--- config.mk ---
export PLATFORM = sky130hd
export DESIGN_NAME = key_debounce_flat
export DESIGN_NICKNAME = d
export VERILOG_FILES = /design/src/rtl/key_debounce_pkg.sv /design/src/rtl/key_debounce_if.sv /design/src/rtl/key_debounce_chan.sv /design/src/rtl/key_debounce.sv /design/src/flat_wrapper.sv
export SDC_FILE = /design/constraint.sdc
export NUM_CORES = 1
export LEC_CHECK = 0
export ABC_AREA = 0
export CORE_UTILIZATION = 46
export DETAILED_ROUTE_END_ITERATION = 12
export HOLD_SLACK_MARGIN = 0.06
export PLACE_DENSITY = 0.72
export SLEW_MARGIN = 20
export SYNTH_ARGS = -nofsm -noshare
export SYNTH_HDL_FRONTEND = slang
export SYNTH_SLANG_ARGS = --single-unit
--- constraint.sdc ---
create_clock -name CLOCK_50 -period 2.25 [get_ports CLOCK_50]
set_clock_uncertainty 0.05 [all_clocks]
set_input_delay 0.225 -clock CLOCK_50 [delete_from_list [all_inputs] [get_ports CLOCK_50]]
set_output_delay 0.225 -clock CLOCK_50 [all_outputs]
set_load 0.02 [all_outputs]
--- src/rtl/key_debounce_pkg.sv ---
// Shared types and constants for the pushbutton debouncer.
// Holds the per-channel state enum and the default qualification length.
package key_debounce_pkg;

  typedef enum logic [1:0] {
    UP,
    WAIT_DOWN,
    DOWN,
    WAIT_UP
  } chan_state_e;

  // 20 ms at a 50 MHz system clock
  localparam int unsigned DEBOUNCE_CYCLES_DEFAULT = 1000000;

endpackage

--- src/rtl/key_debounce_if.sv ---
// Pushbutton bundle: raw active-low keys in, debounced level and edge pulses out.
interface key_debounce_if #(
  parameter int unsigned N_KEYS = 4
);

  logic [N_KEYS-1:0] KEY;
  logic [N_KEYS-1:0] key_level;
  logic [N_KEYS-1:0] key_press;
  logic [N_KEYS-1:0] key_release;
  logic              any_press;

  modport master (
    output KEY,
    input  key_level,
    input  key_press,
    input  key_release,
    input  any_press
  );

  modport slave (
    input  KEY,
    output key_level,
    output key_press,
    output key_release,
    output any_press
  );

endinterface

--- src/rtl/key_debounce_chan.sv ---
// One debounced pushbutton: two-flop synchronizer, qualification FSM with a
// saturating-by-construction counter, and registered level/press/release outputs.
module key_debounce_chan
  import key_debounce_pkg::*;
#(
  parameter int unsigned DEBOUNCE_CYCLES = DEBOUNCE_CYCLES_DEFAULT
) (
  input  logic clk_i,
  input  logic rst_ni,
  input  logic key_ni,
  output logic level_o,
  output logic press_o,
  output logic release_o
);

  localparam int unsigned CntW = (DEBOUNCE_CYCLES > 1) ? $clog2(DEBOUNCE_CYCLES) : 1;
  localparam logic [CntW-1:0] CntLast = CntW'(DEBOUNCE_CYCLES - 1);

  logic            sync_meta_q;
  logic            s_q;
  chan_state_e     state_q, state_d;
  logic [CntW-1:0] cnt_q, cnt_d;
  logic            level_q, level_d;
  logic            press_q, press_d;
  logic            release_q, release_d;

  // Synchronizer idles at 1 (released) so reset never looks like a press.
  always_ff @(posedge clk_i or negedge rst_ni) begin
    if (!rst_ni) begin
      sync_meta_q <= 1'b1;
      s_q         <= 1'b1;
      state_q     <= UP;
      cnt_q       <= '0;
      level_q     <= 1'b0;
      press_q     <= 1'b0;
      release_q   <= 1'b0;
    end else begin
      sync_meta_q <= key_ni;
      s_q         <= sync_meta_q;
      state_q     <= state_d;
      cnt_q       <= cnt_d;
      level_q     <= level_d;
      press_q     <= press_d;
      release_q   <= release_d;
    end
  end

  always_comb begin
    state_d   = state_q;
    cnt_d     = cnt_q;
    press_d   = 1'b0;
    release_d = 1'b0;
    unique case (state_q)
      UP: begin
        if (!s_q) begin
          state_d = WAIT_DOWN;
          cnt_d   = '0;
        end
      end
      WAIT_DOWN: begin
        if (s_q) begin
          state_d = UP;
        end else if (cnt_q == CntLast) begin
          state_d = DOWN;
          press_d = 1'b1;
        end else begin
          cnt_d = cnt_q + 1'b1;
        end
      end
      DOWN: begin
        if (s_q) begin
          state_d = WAIT_UP;
          cnt_d   = '0;
        end
      end
      WAIT_UP: begin
        if (!s_q) begin
          state_d = DOWN;
        end else if (cnt_q == CntLast) begin
          state_d   = UP;
          release_d = 1'b1;
        end else begin
          cnt_d = cnt_q + 1'b1;
        end
      end
      default: begin
        state_d = UP;
        cnt_d   = '0;
      end
    endcase
    // Level is registered from the next state so it tracks DOWN/WAIT_UP exactly.
    level_d = (state_d == DOWN) || (state_d == WAIT_UP);
  end

  assign level_o   = level_q;
  assign press_o   = press_q;
  assign release_o = release_q;

endmodule

--- src/rtl/key_debounce.sv ---
// Debouncer for a bank of pushbuttons: one independent channel per key plus
// an OR of the press pulses.
module key_debounce
  import key_debounce_pkg::*;
#(
  parameter int unsigned N_KEYS          = 4,
  parameter int unsigned DEBOUNCE_CYCLES = DEBOUNCE_CYCLES_DEFAULT
) (
  input logic            CLOCK_50,
  input logic            Resetn,
  key_debounce_if.slave  keys
);

  for (genvar g = 0; g < N_KEYS; g++) begin : g_chan
    key_debounce_chan #(
      .DEBOUNCE_CYCLES(DEBOUNCE_CYCLES)
    ) u_chan (
      .clk_i    (CLOCK_50),
      .rst_ni   (Resetn),
      .key_ni   (keys.KEY[g]),
      .level_o  (keys.key_level[g]),
      .press_o  (keys.key_press[g]),
      .release_o(keys.key_release[g])
    );
  end

  // Press pulses are already registered, so the OR stays in the same cycle.
  assign keys.any_press = |keys.key_press;

endmodule

--- src/flat_wrapper.sv ---
// flat-port wrapper written by rule: the top's interface ports become plain ports
module key_debounce_flat import key_debounce_pkg::*;
#(
  parameter int unsigned N_KEYS          = 4,
  parameter int unsigned DEBOUNCE_CYCLES = DEBOUNCE_CYCLES_DEFAULT
)
  (CLOCK_50, Resetn, keys_KEY, keys_key_level, keys_key_press, keys_key_release, keys_any_press);
  key_debounce_if #(.N_KEYS(N_KEYS)) keys_i ();
  input logic CLOCK_50;
  input logic Resetn;
  input wire logic [$bits(keys_i.KEY)-1:0] keys_KEY;
  output wire logic [$bits(keys_i.key_level)-1:0] keys_key_level;
  output wire logic [$bits(keys_i.key_press)-1:0] keys_key_press;
  output wire logic [$bits(keys_i.key_release)-1:0] keys_key_release;
  output wire logic [$bits(keys_i.any_press)-1:0] keys_any_press;
  assign keys_i.KEY = keys_KEY;
  assign keys_key_level = keys_i.key_level;
  assign keys_key_press = keys_i.key_press;
  assign keys_key_release = keys_i.key_release;
  assign keys_any_press = keys_i.any_press;
  key_debounce #(.N_KEYS(N_KEYS), .DEBOUNCE_CYCLES(DEBOUNCE_CYCLES)) u_core (.CLOCK_50(CLOCK_50), .Resetn(Resetn), .keys(keys_i));
endmodule
==> impl_metrics.csv <==
group,metric,value,unit
setup_path,critPathRequiredTime,2.49,ns
layout,area.sequential,2713,sq um
layout,finalNetCount,643,
setup_path,critPathCaptureType,"flip-flop",
clock_network,numCtsBuffers,9,
detailed_routing,drt-met1-wl,5.512,mm
placed_design,place_area,6167,sq um
pwr,power.leakage,2.759,nW
timing,max_slew_margin,0.5739,
floorplan,start_util,0.4765,
synth,ys_ff_latch,108,
synth,async_reset_ff_frac,1.000,
pwr,p_int,2.996,mW
clock_network,cts_tree,"done",
synth,syn-cell-area,5772,sq um
pwr,clkPwrFrac,0.397,
placed_design,gp_congestion,0.8700,
setup_path,path_buf_inv,1,
layout,final_util,0.5341,
detailed_routing,wire_per_inst,14.94,um
grt,grt.total_usage,0.2046,
status,status,"finished clean",
synth,synth_top_area_frac,0.4336,
synth,syn-num-nets,625,
run,drv_cap,0,
grt,antenna_found_initial,0,
synth,avgSynthCellArea,9.385,sq um
clock_network,clock_path_buffers,2,
detailed_routing,drtPass1Iterations,5,
floorplan,die_area,13000,sq um
timing,hold_viol,0,
layout,diodes,0,
setup_path,crit_slowest_cell,"or4b_1",
detailed_routing,num_vias,4739,
synth,ys_top_cells_by_area,"dfrtp_1 (43%), nand2_1 (5.9%), nand3_1 (4.4%)",
placed_design,dp_hpwl,8.264,mm
layout,final_cell_mix,"dfrtp_1 (100), nand2_1 (91), nand3_1 (51), o21ai_0 (38), nor2_1 (31)",
detailed_routing,drtIter0Drc,337,
setup_path,r2r_slack,0.16,ns
floorplan,die_w,114.0,um
setup_path,critPathKind,"flip-flop to flip-flop",
detailed_routing,drcViolationCount,0,
timing,min_period,2.093,ns
placed_design,portBuffers,18,
setup_path,crit_path_max_incr_delay,0.50,ns
timing,max_slew.worst_pin.slew,0.6333,ns
synth,synth.distinct_cells,63,
clock_network,clk_pin_slew_worst_paths,0.07,ns
detailed_routing,met2_length,5.746,mm
layout,area_delta_synth_final,12.07,%
synth,ys.warnings.count,0,
grt,grt_pass1_vias,4611,
layout,multiInputGateArea,2801,sq um
timing,rsz0062_at_grt,"no",
grt,grt_max_degree,40,
layout,drive_above_1_share,0.1034,
detailed_routing,via_per_inst,5.880,
clock_network,ctsHtreeMaxLevel,3,
setup_path,cp_cell_sequence,"ha_1 > and3_1 > nand2_1 > o41ai_4 > buf_4 > or4b_1 > nand3_1",
clock_network,clkLatencyLatePin,0.36,ns
grt,grt_pass1_wl,21.31,mm
timing,tns,0,ns
timing,timing.final.crit_share,0.9304,
setup_path,arrival,2.34,ns
clock_network,cts_num_sinks,108,
floorplan,rows,40,
setup_path,cp_top_family,"simple AND/OR/NAND/NOR gates",
synth,synth_edf_count,0,
synth,synth_ff_type,"dfrtp_1",
floorplan,fp.dieH,114.0,um
floorplan,core_area,12110,sq um
pwr,pwr-share-seq,0.532,
synth,syn_inst,615,
layout,final_common_cell,"dfrtp_1",
clock_network,root_buffer,"clkbuf_16",
layout,postLayoutCellArea,6469,sq um
pwr,pwr_density_cell,613.6,nW/um^2
pwr,vdd_drop_max,0.4109,mV
setup_path,cp_max_fo,10,
timing,max_freq,0.4777,GHz
setup_path,critPathLaunchType,"flip-flop",
detailed_routing,routed.top_layer,"met4",
timing,setup_viol,0,
pwr,p_sw_frac,0.2451,
timing,final_max_slew_viol_count,0,
detailed_routing,antenna_left,0,
pwr,combPwrFrac,0.071,
layout,n_fill_cell,1094,
pwr,power,3.969,mW
grt,gr-total-overflow,0,
floorplan,pin_count,19,
detailed_routing,routed_wl,12.05,mm
synth,synth_seq_area_share,0.4700,
pwr,p_sw,0.9730,mW
min_path,hold_path_class,"input pin to flip-flop",
synth,synth_top_area_cell,"dfrtp_1",
detailed_routing,routed-wl-met3,532,um
## power by group through the flow
stage	registers [mW]	logic (mW)	clock network, mW
2_1_floorplan	2.12	0.184	0
3_3_place_gp	2.14	0.273	0
3_5_place_dp	2.15	0.284	0
4_1_cts	2.11	0.287	1.62
5_1_grt	2.13	0.320	1.69
6_report	2.11	0.281	1.58
## layer usage
| layer | track usage | vias up |
|---|---|---|
| met5 | 0 | - |
| met4 | 0.07965 | 0 |
| met3 | 0.04304 | 26 |
| met2 | 0.3333 | 105 |
| met1 | 0.2676 | 2300 |
| li1 | - | 2308 |
## synth_stat cells, drive strengths merged (6+ instances only)
library cell,number
inv,15
nor3,19
xnor2,6
buf,23
a21oi,17
nor4b,6
nor2,31
nand2,91
or4b,8
nand4,22
and2,7
mux2i,17
o41ai,7
clkbuf,14
a21o,7
or4,12
dfstp,8
dfrtp,100
o21ai,42
and3,15
a22o,17
o31ai,9
nor4,15
nand3,51
## worst reg2reg max path, stage by stage, from the launching register on
cell and delay [ns]:
dfrtp_1 0.43, ha_1 0.26, and3_1 0.20, nand2_1 0.15, o41ai_4 0.13, buf_4 0.21, or4b_1 0.50, nand3_1 0.10
## final cells by class
type                       count  share of cell area
multi-input combinational    455              0.4331
sequential                   108              0.4193
timing repair buffer          44             0.06190
clock buffer                  12             0.03656
tap                          168             0.03250
inverter                      15            0.008704
clock inverter                 4            0.007930
## path summary, 6_finish.rpt
check,from,endpoint,depth (start not counted)
max in group asynchronous,Resetn,u_core.g_chan[0].u_chan.sync_meta_q,3
worst max-delay path,u_core.g_chan[0].u_chan.cnt_q[0],u_core.g_chan[0].u_chan.cnt_q[17],7
worst min register to register,u_core.g_chan[3].u_chan.sync_meta_q,u_core.g_chan[3].u_chan.s_q,0
min in group asynchronous,Resetn,u_core.g_chan[2].u_chan.cnt_q[16],2
worst min-delay path,keys_KEY[2],u_core.g_chan[2].u_chan.sync_meta_q,1
worst max register to register,u_core.g_chan[0].u_chan.cnt_q[0],u_core.g_chan[0].u_chan.cnt_q[17],7
## cell families (layout without fill, tap and decap cells)
logic type | count (synthesis) | after routing | synth area share
xor+xnor | 10 | 10 | 0.01647
simple gates | 303 | 303 | 0.2838
flops | 108 | 108 | 0.4700
mux | 18 | 18 | 0.03143
compound gates | 120 | 120 | 0.1424
fa+ha+maj | 4 | 4 | 0.008671
buf+inv | 52 | 75 | 0.04726
## stage by stage
stage,hold WS (ns),worst slack (ns),instances
floorplan,-0.1206,0.2534,615
global placement,0.1846,0.2364,789
detailed placement,0.1993,0.1764,789
CTS,0.2110,0.1681,806
global route,0.2101,0.01600,806
finish,0.2207,0.1565,806
## flip-flops by register name, indices dropped and copies added (netlist names)
register                          count
u_core.g_chan.u_chan.release_o        4
u_core.g_chan.u_chan.s_q              4
u_core.g_chan.u_chan.state_q          8
u_core.g_chan.u_chan.press_o          4
u_core.g_chan.u_chan.level_o          4
u_core.g_chan.u_chan.sync_meta_q      4
u_core.g_chan.u_chan.cnt_q           80
## timing repair
| item | 4_1_cts | 5_1_grt |
|---|---|---|
| buffers inserted | 0 | 0 |
| endpoints found under the setup margin | 0 | 1 |
| gates resized for setup | 0 | 1 |
| hold buffers | 1 | 0 |
| hold endpoints to repair | 34 | 0 |
(Power assumes the default switching activity.)
